===== config.mk =====
export PLATFORM = sky130hd
export DESIGN_NAME = aibcr3_dcc_cal_ctrl
export DESIGN_NICKNAME = d
export VERILOG_FILES = /design/src/rtl/aibcr3_dcc_cal_pkg.sv /design/src/rtl/aibcr3_dcc_updn_filter.sv /design/src/rtl/aibcr3_dcc_cal_ctrl.sv
export SDC_FILE = /design/constraint.sdc
export NUM_CORES = 1
export LEC_CHECK = 0
export ABC_AREA = 1
export CORE_AREA = 2 2 71 73
export CTS_CLUSTER_SIZE = 28
export DETAILED_ROUTE_END_ITERATION = 8
export DIE_AREA = 0 0 73 75
export MAX_ROUTING_LAYER = met4
export PLACE_DENSITY = 0.91
export SYNTH_ARGS = -nofsm -noshare
export SYNTH_HDL_FRONTEND = slang
export SYNTH_SLANG_ARGS = --single-unit

===== constraint.sdc =====
create_clock -name clk_dcd -period 2.9 [get_ports clk_dcd]
set_input_delay 0.725 -clock clk_dcd [delete_from_list [all_inputs] [get_ports clk_dcd]]
set_output_delay 0.725 -clock clk_dcd [all_outputs]
set_load 0.03 [all_outputs]

===== src/rtl/aibcr3_dcc_cal_pkg.sv =====
`default_nettype none
// +----------------------------------------------------------------------------+
// | Package     : aibcr3_dcc_cal_pkg                                           |
// | Description : Shared types and helpers for the DCC/DLL delay-code          |
// |               calibration controller (state encoding, gray conversion,     |
// |               settle-counter width helper).                                |
// | Revision    : 1.0 - initial release                                        |
// +----------------------------------------------------------------------------+
package aibcr3_dcc_cal_pkg;

    // Controller states, explicitly encoded on two bits.
    typedef enum logic [1:0] {
        IDLE  = 2'd0,
        SAR   = 2'd1,
        TRACK = 2'd2
    } cal_state_t;

    // Binary to reflected-binary gray; callers cast the result to their width.
    function automatic logic [31:0] bin2gray(input logic [31:0] i_bin);
        return i_bin ^ (i_bin >> 1);
    endfunction

    // Width of a counter that must hold the values 0..settle inclusive.
    // The settle-cycle count is a module parameter, so the package supplies the
    // rule and each user derives its own SET_W localparam from it.
    function automatic int set_width(input int settle);
        return (settle < 1) ? 1 : $clog2(settle + 1);
    endfunction

endpackage : aibcr3_dcc_cal_pkg
`default_nettype wire


===== src/rtl/aibcr3_dcc_updn_filter.sv =====
`default_nettype none
// +----------------------------------------------------------------------------+
// | Module      : aibcr3_dcc_updn_filter                                       |
// | Description : Signed up/down accumulator for tracking-mode PD samples.     |
// |               Emits a single-cycle step request when the running sum       |
// |               reaches +FILT_DEPTH or -FILT_DEPTH, then restarts from 0.    |
// | Ports       : clk_dcd, dll_reset_n (async active-low)                      |
// |               i_clr    - hold accumulator at zero                          |
// |               i_sample - one PD sample is presented this cycle             |
// |               i_up/i_down - PD decision for the sample                     |
// |               o_step_up/o_step_dn - threshold reached (combinational)      |
// | Revision    : 1.0 - initial release                                        |
// +----------------------------------------------------------------------------+
module aibcr3_dcc_updn_filter #(
    parameter int FILT_DEPTH = 8
) (
    input  logic clk_dcd,
    input  logic dll_reset_n,
    input  logic i_clr,
    input  logic i_sample,
    input  logic i_up,
    input  logic i_down,
    output logic o_step_up,
    output logic o_step_dn
);

    // Two spare bits: one for sign, one so +FILT_DEPTH itself is representable.
    localparam int ACC_W = $clog2(FILT_DEPTH) + 2;
    localparam logic signed [ACC_W-1:0] c_pos_lim = ACC_W'(FILT_DEPTH);
    localparam logic signed [ACC_W-1:0] c_neg_lim = -c_pos_lim;

    logic signed [ACC_W-1:0] r_acc;
    logic signed [ACC_W-1:0] w_delta;
    logic signed [ACC_W-1:0] w_acc_nxt;

    // Conflicting flags carry no direction information and leave the sum alone.
    always_comb begin
        w_delta = '0;
        if (i_up && !i_down) begin
            w_delta = ACC_W'(1);
        end else if (i_down && !i_up) begin
            w_delta = -ACC_W'(1);
        end
    end

    assign w_acc_nxt = r_acc + w_delta;
    assign o_step_up = i_sample && (w_acc_nxt == c_pos_lim);
    assign o_step_dn = i_sample && (w_acc_nxt == c_neg_lim);

    always_ff @(posedge clk_dcd or negedge dll_reset_n) begin
        if (!dll_reset_n) begin
            r_acc <= '0;
        end else if (i_clr) begin
            r_acc <= '0;
        end else if (i_sample) begin
            if (o_step_up || o_step_dn) begin
                r_acc <= '0;
            end else begin
                r_acc <= w_acc_nxt;
            end
        end
    end

endmodule : aibcr3_dcc_updn_filter
`default_nettype wire


===== src/rtl/aibcr3_dcc_cal_ctrl.sv =====
`default_nettype none
// +----------------------------------------------------------------------------+
// | Module      : aibcr3_dcc_cal_ctrl                                          |
// | Description : DCC/DLL delay-code calibration controller. Runs a one-shot   |
// |               SAR search on phase-detector decisions, then optional +/-1   |
// |               tracking, with a bypass/override path. Output code is gray.  |
// | Config      : AIBCR3_DCC_CAL_FILTER_EN - when defined, tracking steps are  |
// |               filtered by aibcr3_dcc_updn_filter (threshold FILT_DEPTH);   |
// |               otherwise every tracking sample may step the code.           |
// | Ports       : clk_dcd, dll_reset_n (async active-low)                      |
// |               cal_en, rb_cont_cal, rb_dcc_byp, rb_code[CODE_W]             |
// |               t_up, t_down (PD, synchronous to clk_dcd)                    |
// |               code_gray[CODE_W], cal_done, cal_err (sticky)                |
// | Revision    : 1.0 - initial release                                        |
// +----------------------------------------------------------------------------+
module aibcr3_dcc_cal_ctrl
    import aibcr3_dcc_cal_pkg::*;
#(
    parameter int CODE_W     = 11,
    parameter int SETTLE_CYC = 4,
    parameter int FILT_DEPTH = 8
) (
    input  logic              clk_dcd,
    input  logic              dll_reset_n,
    input  logic              cal_en,
    input  logic              rb_cont_cal,
    input  logic              rb_dcc_byp,
    input  logic [CODE_W-1:0] rb_code,
    input  logic              t_up,
    input  logic              t_down,
    output logic [CODE_W-1:0] code_gray,
    output logic              cal_done,
    output logic              cal_err
);

    localparam int SET_W = set_width(SETTLE_CYC);
    localparam int IDX_W = (CODE_W < 2) ? 1 : $clog2(CODE_W);

    localparam logic [SET_W-1:0]  c_set_last = SET_W'(SETTLE_CYC);
    localparam logic [IDX_W-1:0]  c_idx_msb  = IDX_W'(CODE_W - 1);
    localparam logic [CODE_W-1:0] c_one      = CODE_W'(1);
    localparam logic [CODE_W-1:0] c_code_msb = c_one << (CODE_W - 1);
    localparam logic [CODE_W-1:0] c_code_max = {CODE_W{1'b1}};

    // Elaboration-time parameter sanity.
    if (SETTLE_CYC < 1) begin : g_bad_settle
        $error("aibcr3_dcc_cal_ctrl: SETTLE_CYC must be >= 1");
    end
    if ((FILT_DEPTH < 2) || ((FILT_DEPTH & (FILT_DEPTH - 1)) != 0)) begin : g_bad_filt
        $error("aibcr3_dcc_cal_ctrl: FILT_DEPTH must be a power of 2, >= 2");
    end

    cal_state_t        r_state, w_state_nxt;
    logic [CODE_W-1:0] r_code_bin, w_code_nxt;
    logic [CODE_W-1:0] r_code_gray;
    logic [IDX_W-1:0]  r_bit_idx, w_idx_nxt;
    logic [SET_W-1:0]  r_set_cnt, w_cnt_nxt;
    logic              r_cal_done, w_done_nxt;
    logic              r_cal_err, w_err_nxt;

    logic              w_tick;
    logic              w_both;
    logic              w_down_only;
    logic              w_trk_sample;
    logic [CODE_W-1:0] w_trial_bit;
    logic              w_step_up;
    logic              w_step_dn;
    logic [CODE_W-1:0] w_gray_nxt;

    // The PD is only trusted once the code has settled for SETTLE_CYC cycles.
    assign w_tick       = (r_set_cnt == c_set_last);
    assign w_both       = t_up && t_down;
    assign w_down_only  = t_down && !t_up;
    assign w_trial_bit  = c_one << r_bit_idx;
    assign w_trk_sample = (r_state == TRACK) && w_tick && rb_cont_cal;

`ifdef AIBCR3_DCC_CAL_FILTER_EN
    // Accumulator is held clear outside TRACK so each tracking phase starts at 0.
    aibcr3_dcc_updn_filter #(
        .FILT_DEPTH (FILT_DEPTH)
    ) u_updn_filter (
        .clk_dcd     (clk_dcd),
        .dll_reset_n (dll_reset_n),
        .i_clr       (r_state != TRACK),
        .i_sample    (w_trk_sample),
        .i_up        (t_up),
        .i_down      (t_down),
        .o_step_up   (w_step_up),
        .o_step_dn   (w_step_dn)
    );
`else
    assign w_step_up = w_trk_sample && t_up && !t_down;
    assign w_step_dn = w_trk_sample && t_down && !t_up;
`endif

    always_comb begin
        w_state_nxt = r_state;
        w_code_nxt  = r_code_bin;
        w_idx_nxt   = r_bit_idx;
        w_cnt_nxt   = r_set_cnt;
        w_done_nxt  = r_cal_done;
        w_err_nxt   = r_cal_err;

        if (rb_dcc_byp) begin
            // Override wins over everything and parks the FSM until released.
            w_state_nxt = IDLE;
            w_code_nxt  = rb_code;
            w_done_nxt  = 1'b1;
            w_cnt_nxt   = '0;
        end else if (!cal_en) begin
            // Abort: code is held, only the done flag drops.
            w_state_nxt = IDLE;
            w_done_nxt  = 1'b0;
            w_cnt_nxt   = '0;
        end else begin
            case (r_state)
                IDLE: begin
                    w_state_nxt = SAR;
                    w_idx_nxt   = c_idx_msb;
                    w_code_nxt  = c_code_msb;
                    w_cnt_nxt   = '0;
                    w_done_nxt  = 1'b0;
                    w_err_nxt   = 1'b0;
                end
                SAR: begin
                    if (w_tick) begin
                        w_cnt_nxt = '0;
                        if (w_both) begin
                            w_err_nxt = 1'b1;
                        end
                        // Decide the current trial bit and plant the next lower
                        // one in the same cycle; at bit 0 the shift yields 0.
                        w_code_nxt = (r_code_bin & ~(w_down_only ? w_trial_bit : '0))
                                   | (w_trial_bit >> 1);
                        if (r_bit_idx == '0) begin
                            w_state_nxt = TRACK;
                            w_done_nxt  = 1'b1;
                        end else begin
                            w_idx_nxt = r_bit_idx - 1'b1;
                        end
                    end else begin
                        w_cnt_nxt = r_set_cnt + 1'b1;
                    end
                end
                TRACK: begin
                    w_done_nxt = 1'b1;
                    if (w_tick) begin
                        w_cnt_nxt = '0;
                        if (w_both) begin
                            w_err_nxt = 1'b1;
                        end
                        // Saturating +/-1; the step requests already include the
                        // rb_cont_cal gate.
                        if (w_step_up && (r_code_bin != c_code_max)) begin
                            w_code_nxt = r_code_bin + 1'b1;
                        end else if (w_step_dn && (r_code_bin != '0)) begin
                            w_code_nxt = r_code_bin - 1'b1;
                        end
                    end else begin
                        w_cnt_nxt = r_set_cnt + 1'b1;
                    end
                end
                default: begin
                    w_state_nxt = IDLE;
                end
            endcase
        end
    end

    assign w_gray_nxt = CODE_W'(bin2gray(32'(w_code_nxt)));

    always_ff @(posedge clk_dcd or negedge dll_reset_n) begin
        if (!dll_reset_n) begin
            r_state     <= IDLE;
            r_code_bin  <= '0;
            r_code_gray <= '0;
            r_bit_idx   <= '0;
            r_set_cnt   <= '0;
            r_cal_done  <= 1'b0;
            r_cal_err   <= 1'b0;
        end else begin
            r_state     <= w_state_nxt;
            r_code_bin  <= w_code_nxt;
            r_code_gray <= w_gray_nxt;
            r_bit_idx   <= w_idx_nxt;
            r_set_cnt   <= w_cnt_nxt;
            r_cal_done  <= w_done_nxt;
            r_cal_err   <= w_err_nxt;
        end
    end

    assign code_gray = r_code_gray;
    assign cal_done  = r_cal_done;
    assign cal_err   = r_cal_err;

endmodule : aibcr3_dcc_cal_ctrl
`default_nettype wire

==> impl_metrics.py <==
metrics = {
    "sta": {
        "rsz0062_at_grt": "no",
        "worst_pin_slew_ns": 0.631,
        "skew_ns": 0.00355,
        "hold-worst-slack_ns": 0.540,
        "finalHoldViolations": 0,
        "fmax_mhz": 406,
        "slew_viol_final": 0,
        "setup_viol": 0,
        "slew-limit-headroom_pct": 57.9,
        "fin_tns_setup_ns": 0,
        "layout_min_cycle_time_ns": 2.46,
        "post-route-period-util_pct": 84.9,
        "setup_slack_ns": 0.436,
    },
    "drt": {
        "num_vias": 2837,
        "via_per_inst": 5.69,
        "avgRoutedWirePerCell_um": 14.3,
        "dr.pass1.iters": 7,
        "drt_iter0_drc": 385,
        "drc_errors": 0,
        "drt-total-wl_um": 7140,
        "ant_nets": 0,
    },
    "power": {
        "power_density_nw_per_um2": 446,
        "power.static_leakage_nw": 1.61,
        "power.share.clock_pct": 33.1,
        "switching_share_pct": 33.6,
        "vdd_drop_max_mv": 0.406,
        "p_seq_share_pct": 37.2,
        "intPower_mw": 0.952,
        "combinationalPowerShare_pct": 29.7,
        "switching_power_mw": 0.482,
        "total_power_mw": 1.43,
    },
    "placed_design": {
        "globalplace.congestion": 1.05,
        "dp_cells": 491,
        "portBuffers": 30,
        "placed_area_um2": 3090,
        "hpwl_um": 5330,
        "post-place-ws_ns": 0.173,
    },
    "clock_network": {
        "ctsLongestPathBuffers": 2,
        "postCtsSetupBuffers": 0,
        "cts_resized": 0,
        "numCtsBuffers": 5,
        "clkSlewWorstSetupHoldPaths_ns": 0.07,
        "cts_num_sinks": 32,
        "cts-root-buf": "clkbuf_8",
        "clk_latency_ns": 0.29,
        "cts_tree": "yes",
        "cts_max_level": 2,
        "hold_buffers": 0,
    },
    "floorplanning": {
        "core_area_um2": 4660,
        "die-area_um2": 5480,
        "die_w_um": 73,
        "rows": 25,
        "initial_core_util_pct": 59.1,
        "ios": 31,
        "dieHeight_um": 75,
    },
    "final_layout": {
        "final_cells": 499,
        "fin_area_um2": 3210,
        "fin_util_pct": 69.0,
        "diodes": 0,
        "fillers": 366,
        "drive_above_1_share_pct": 13.0,
        "layout.nets": 476,
        "syn_to_final_growth_pct": 16.8,
    },
    "global_route": {
        "grt_max_degree": 33,
        "grt_remaining_overflow": 0,
        "grt_usage_pct": 28.5,
        "first_global_vias": 2566,
        "antenna_found_initial": 0,
        "grt_pass1_wl_um": 11700,
    },
    "outcome": {
        "outcome": "completed",
    },
    "run": {
        "drv_cap": 0,
    },
    "logic_synthesis": {
        "synth-seq-area-share_pct": 29.1,
        "yosysWarnings": 0,
        "syn_avg_cell_area_um2": 6.66,
        "synth_most_common_cell": "nand2_1",
        "synth_edf_count": 0,
        "synth_nets": 445,
        "syn-cell-area_um2": 2750,
        "synth_seq_cells": 32,
        "yosysTopAreaCell": "dfrtp_1",
        "synth_flop_cell": "dfrtp_1",
        "async_flop_share_pct": 100,
        "synth_area_leaders": "dfrtp_1 29%, nand2_1 17%, nand3_1 7.1%",
        "ys_types": 31,
        "synth_common_cells": "121 x nand2_1, 39 x inv_1, 39 x nand3_1",
        "synth_cells": 413,
        "yosysTopAreaCellShare_pct": 29.1,
    },
    "setup_path": {
        "critical_path_class": "reg2reg",
        "required_ns": 3.08,
        "path_delay_family": "simple AND/OR/NAND/NOR gates",
        "setup.worst_path.start_class": "register",
        "cpMostUsedCell": "nand2_1",
        "r2r_slack_ns": 0.44,
        "arrival_ns": 2.64,
        "worst-path-buf-inv": 3,
        "path_cells": "inv_1, ha_1, nand2_2, inv_6, nand2_4, nor2_4, nand2_2, nand2_1, nand2_1, nand2_1, nand3_1, nand2_1, nand2_1, nand2_1, inv_1, nand2_1, nand2_1",
        "endpoint_kind": "register",
        "critPathMaxFanout": 15,
        "crit_path_max_incr_delay_ns": 0.38,
        "cpMaxStageDelayCell": "dfrtp_1",
    },
    "min_path": {
        "hold_path_class": "reg2reg",
    },
}
## cell type report
class                           instances  area [um2]  share of cell area [%]
Tap cell                               54        67.6                    2.10
Clock buffer                            7        96.3                    3.00
Clock inverter                          1        30.0                   0.934
Sequential cell                        32         801                    24.9
Timing Repair Buffer                   35         338                    10.5
Multi-Input combinational cell        319        1690                    52.4
Inverter                               51         196                    6.11
## worst paths after layout
check                                  start            to  cells past startpoint
worst min-delay path                cal_done      cal_done                      2
max in group asynchronous        dll_reset_n  code_gray[3]                      2
worst min register to register      cal_done      cal_done                      2
min in group asynchronous        dll_reset_n  r_set_cnt[1]                      2
worst max register to register  r_set_cnt[0]  code_gray[8]                     17
worst max-delay path            r_set_cnt[0]  code_gray[8]                     17
## registers in the layout, indices dropped and copies added, names as in the netlist
register,cells
code_gray,10
r_bit_idx,4
r_code_bin,11
r_state,2
cal_done,1
r_set_cnt,3
cal_err,1
## logic make-up after synthesis
group	count (synthesis)	share of synthesized area, %
adder cells (fa/ha/maj)	14	6.36
flip-flops	32	29.1
XOR/XNOR	8	2.55
AND/OR/NAND/NOR	222	37.5
AO/OA/AOI/OAI	75	14.8
buffers and inverters	62	9.68
## placed cells by master (no fill, tap or decap), drive strengths merged
cell type	count
clkinv	2
nor3	3
o21bai	1
clkbuf	7
nand4	3
bufinv	1
a21boi	2
nand3	43
ha	14
nor2	28
a21oi	36
inv	49
xor2	8
a31oi	1
o31ai	1
buf	5
o21a	2
dfrtp	32
clkdlybuf4s50	30
nand2	145
a2111oi	1
o21ai	31
## power by group through the flow
| stage | Clock (mW) | Combinational (mW) | Sequential, mW |
|---|---|---|---|
| 2_1_floorplan | 0 | 0.232 | 0.578 |
| 3_3_place_gp | 0 | 0.412 | 0.539 |
| 3_5_place_dp | 0 | 0.419 | 0.540 |
| 4_1_cts | 0.475 | 0.423 | 0.531 |
| 5_1_grt | 0.500 | 0.471 | 0.536 |
| 6_report | 0.474 | 0.426 | 0.533 |
## routing by layer
| metal | part of all wire (%) | global-route usage [%] | wire (um) |
|---|---|---|---|
| met3 | 8.1 | 4.55 | 577 |
| met5 | 0 | - | 0 |
| met4 | 3.5 | 10.5 | 252 |
| met2 | 46 | 45.4 | 3270 |
| met1 | 43 | 36.6 | 3040 |
## worst min-delay path, cell delays in order (launching register included)
cell     delay, ns
dfrtp_1       0.35
nor2_1        0.05
a21oi_1       0.11
Power figures use the tool's default switching activity.
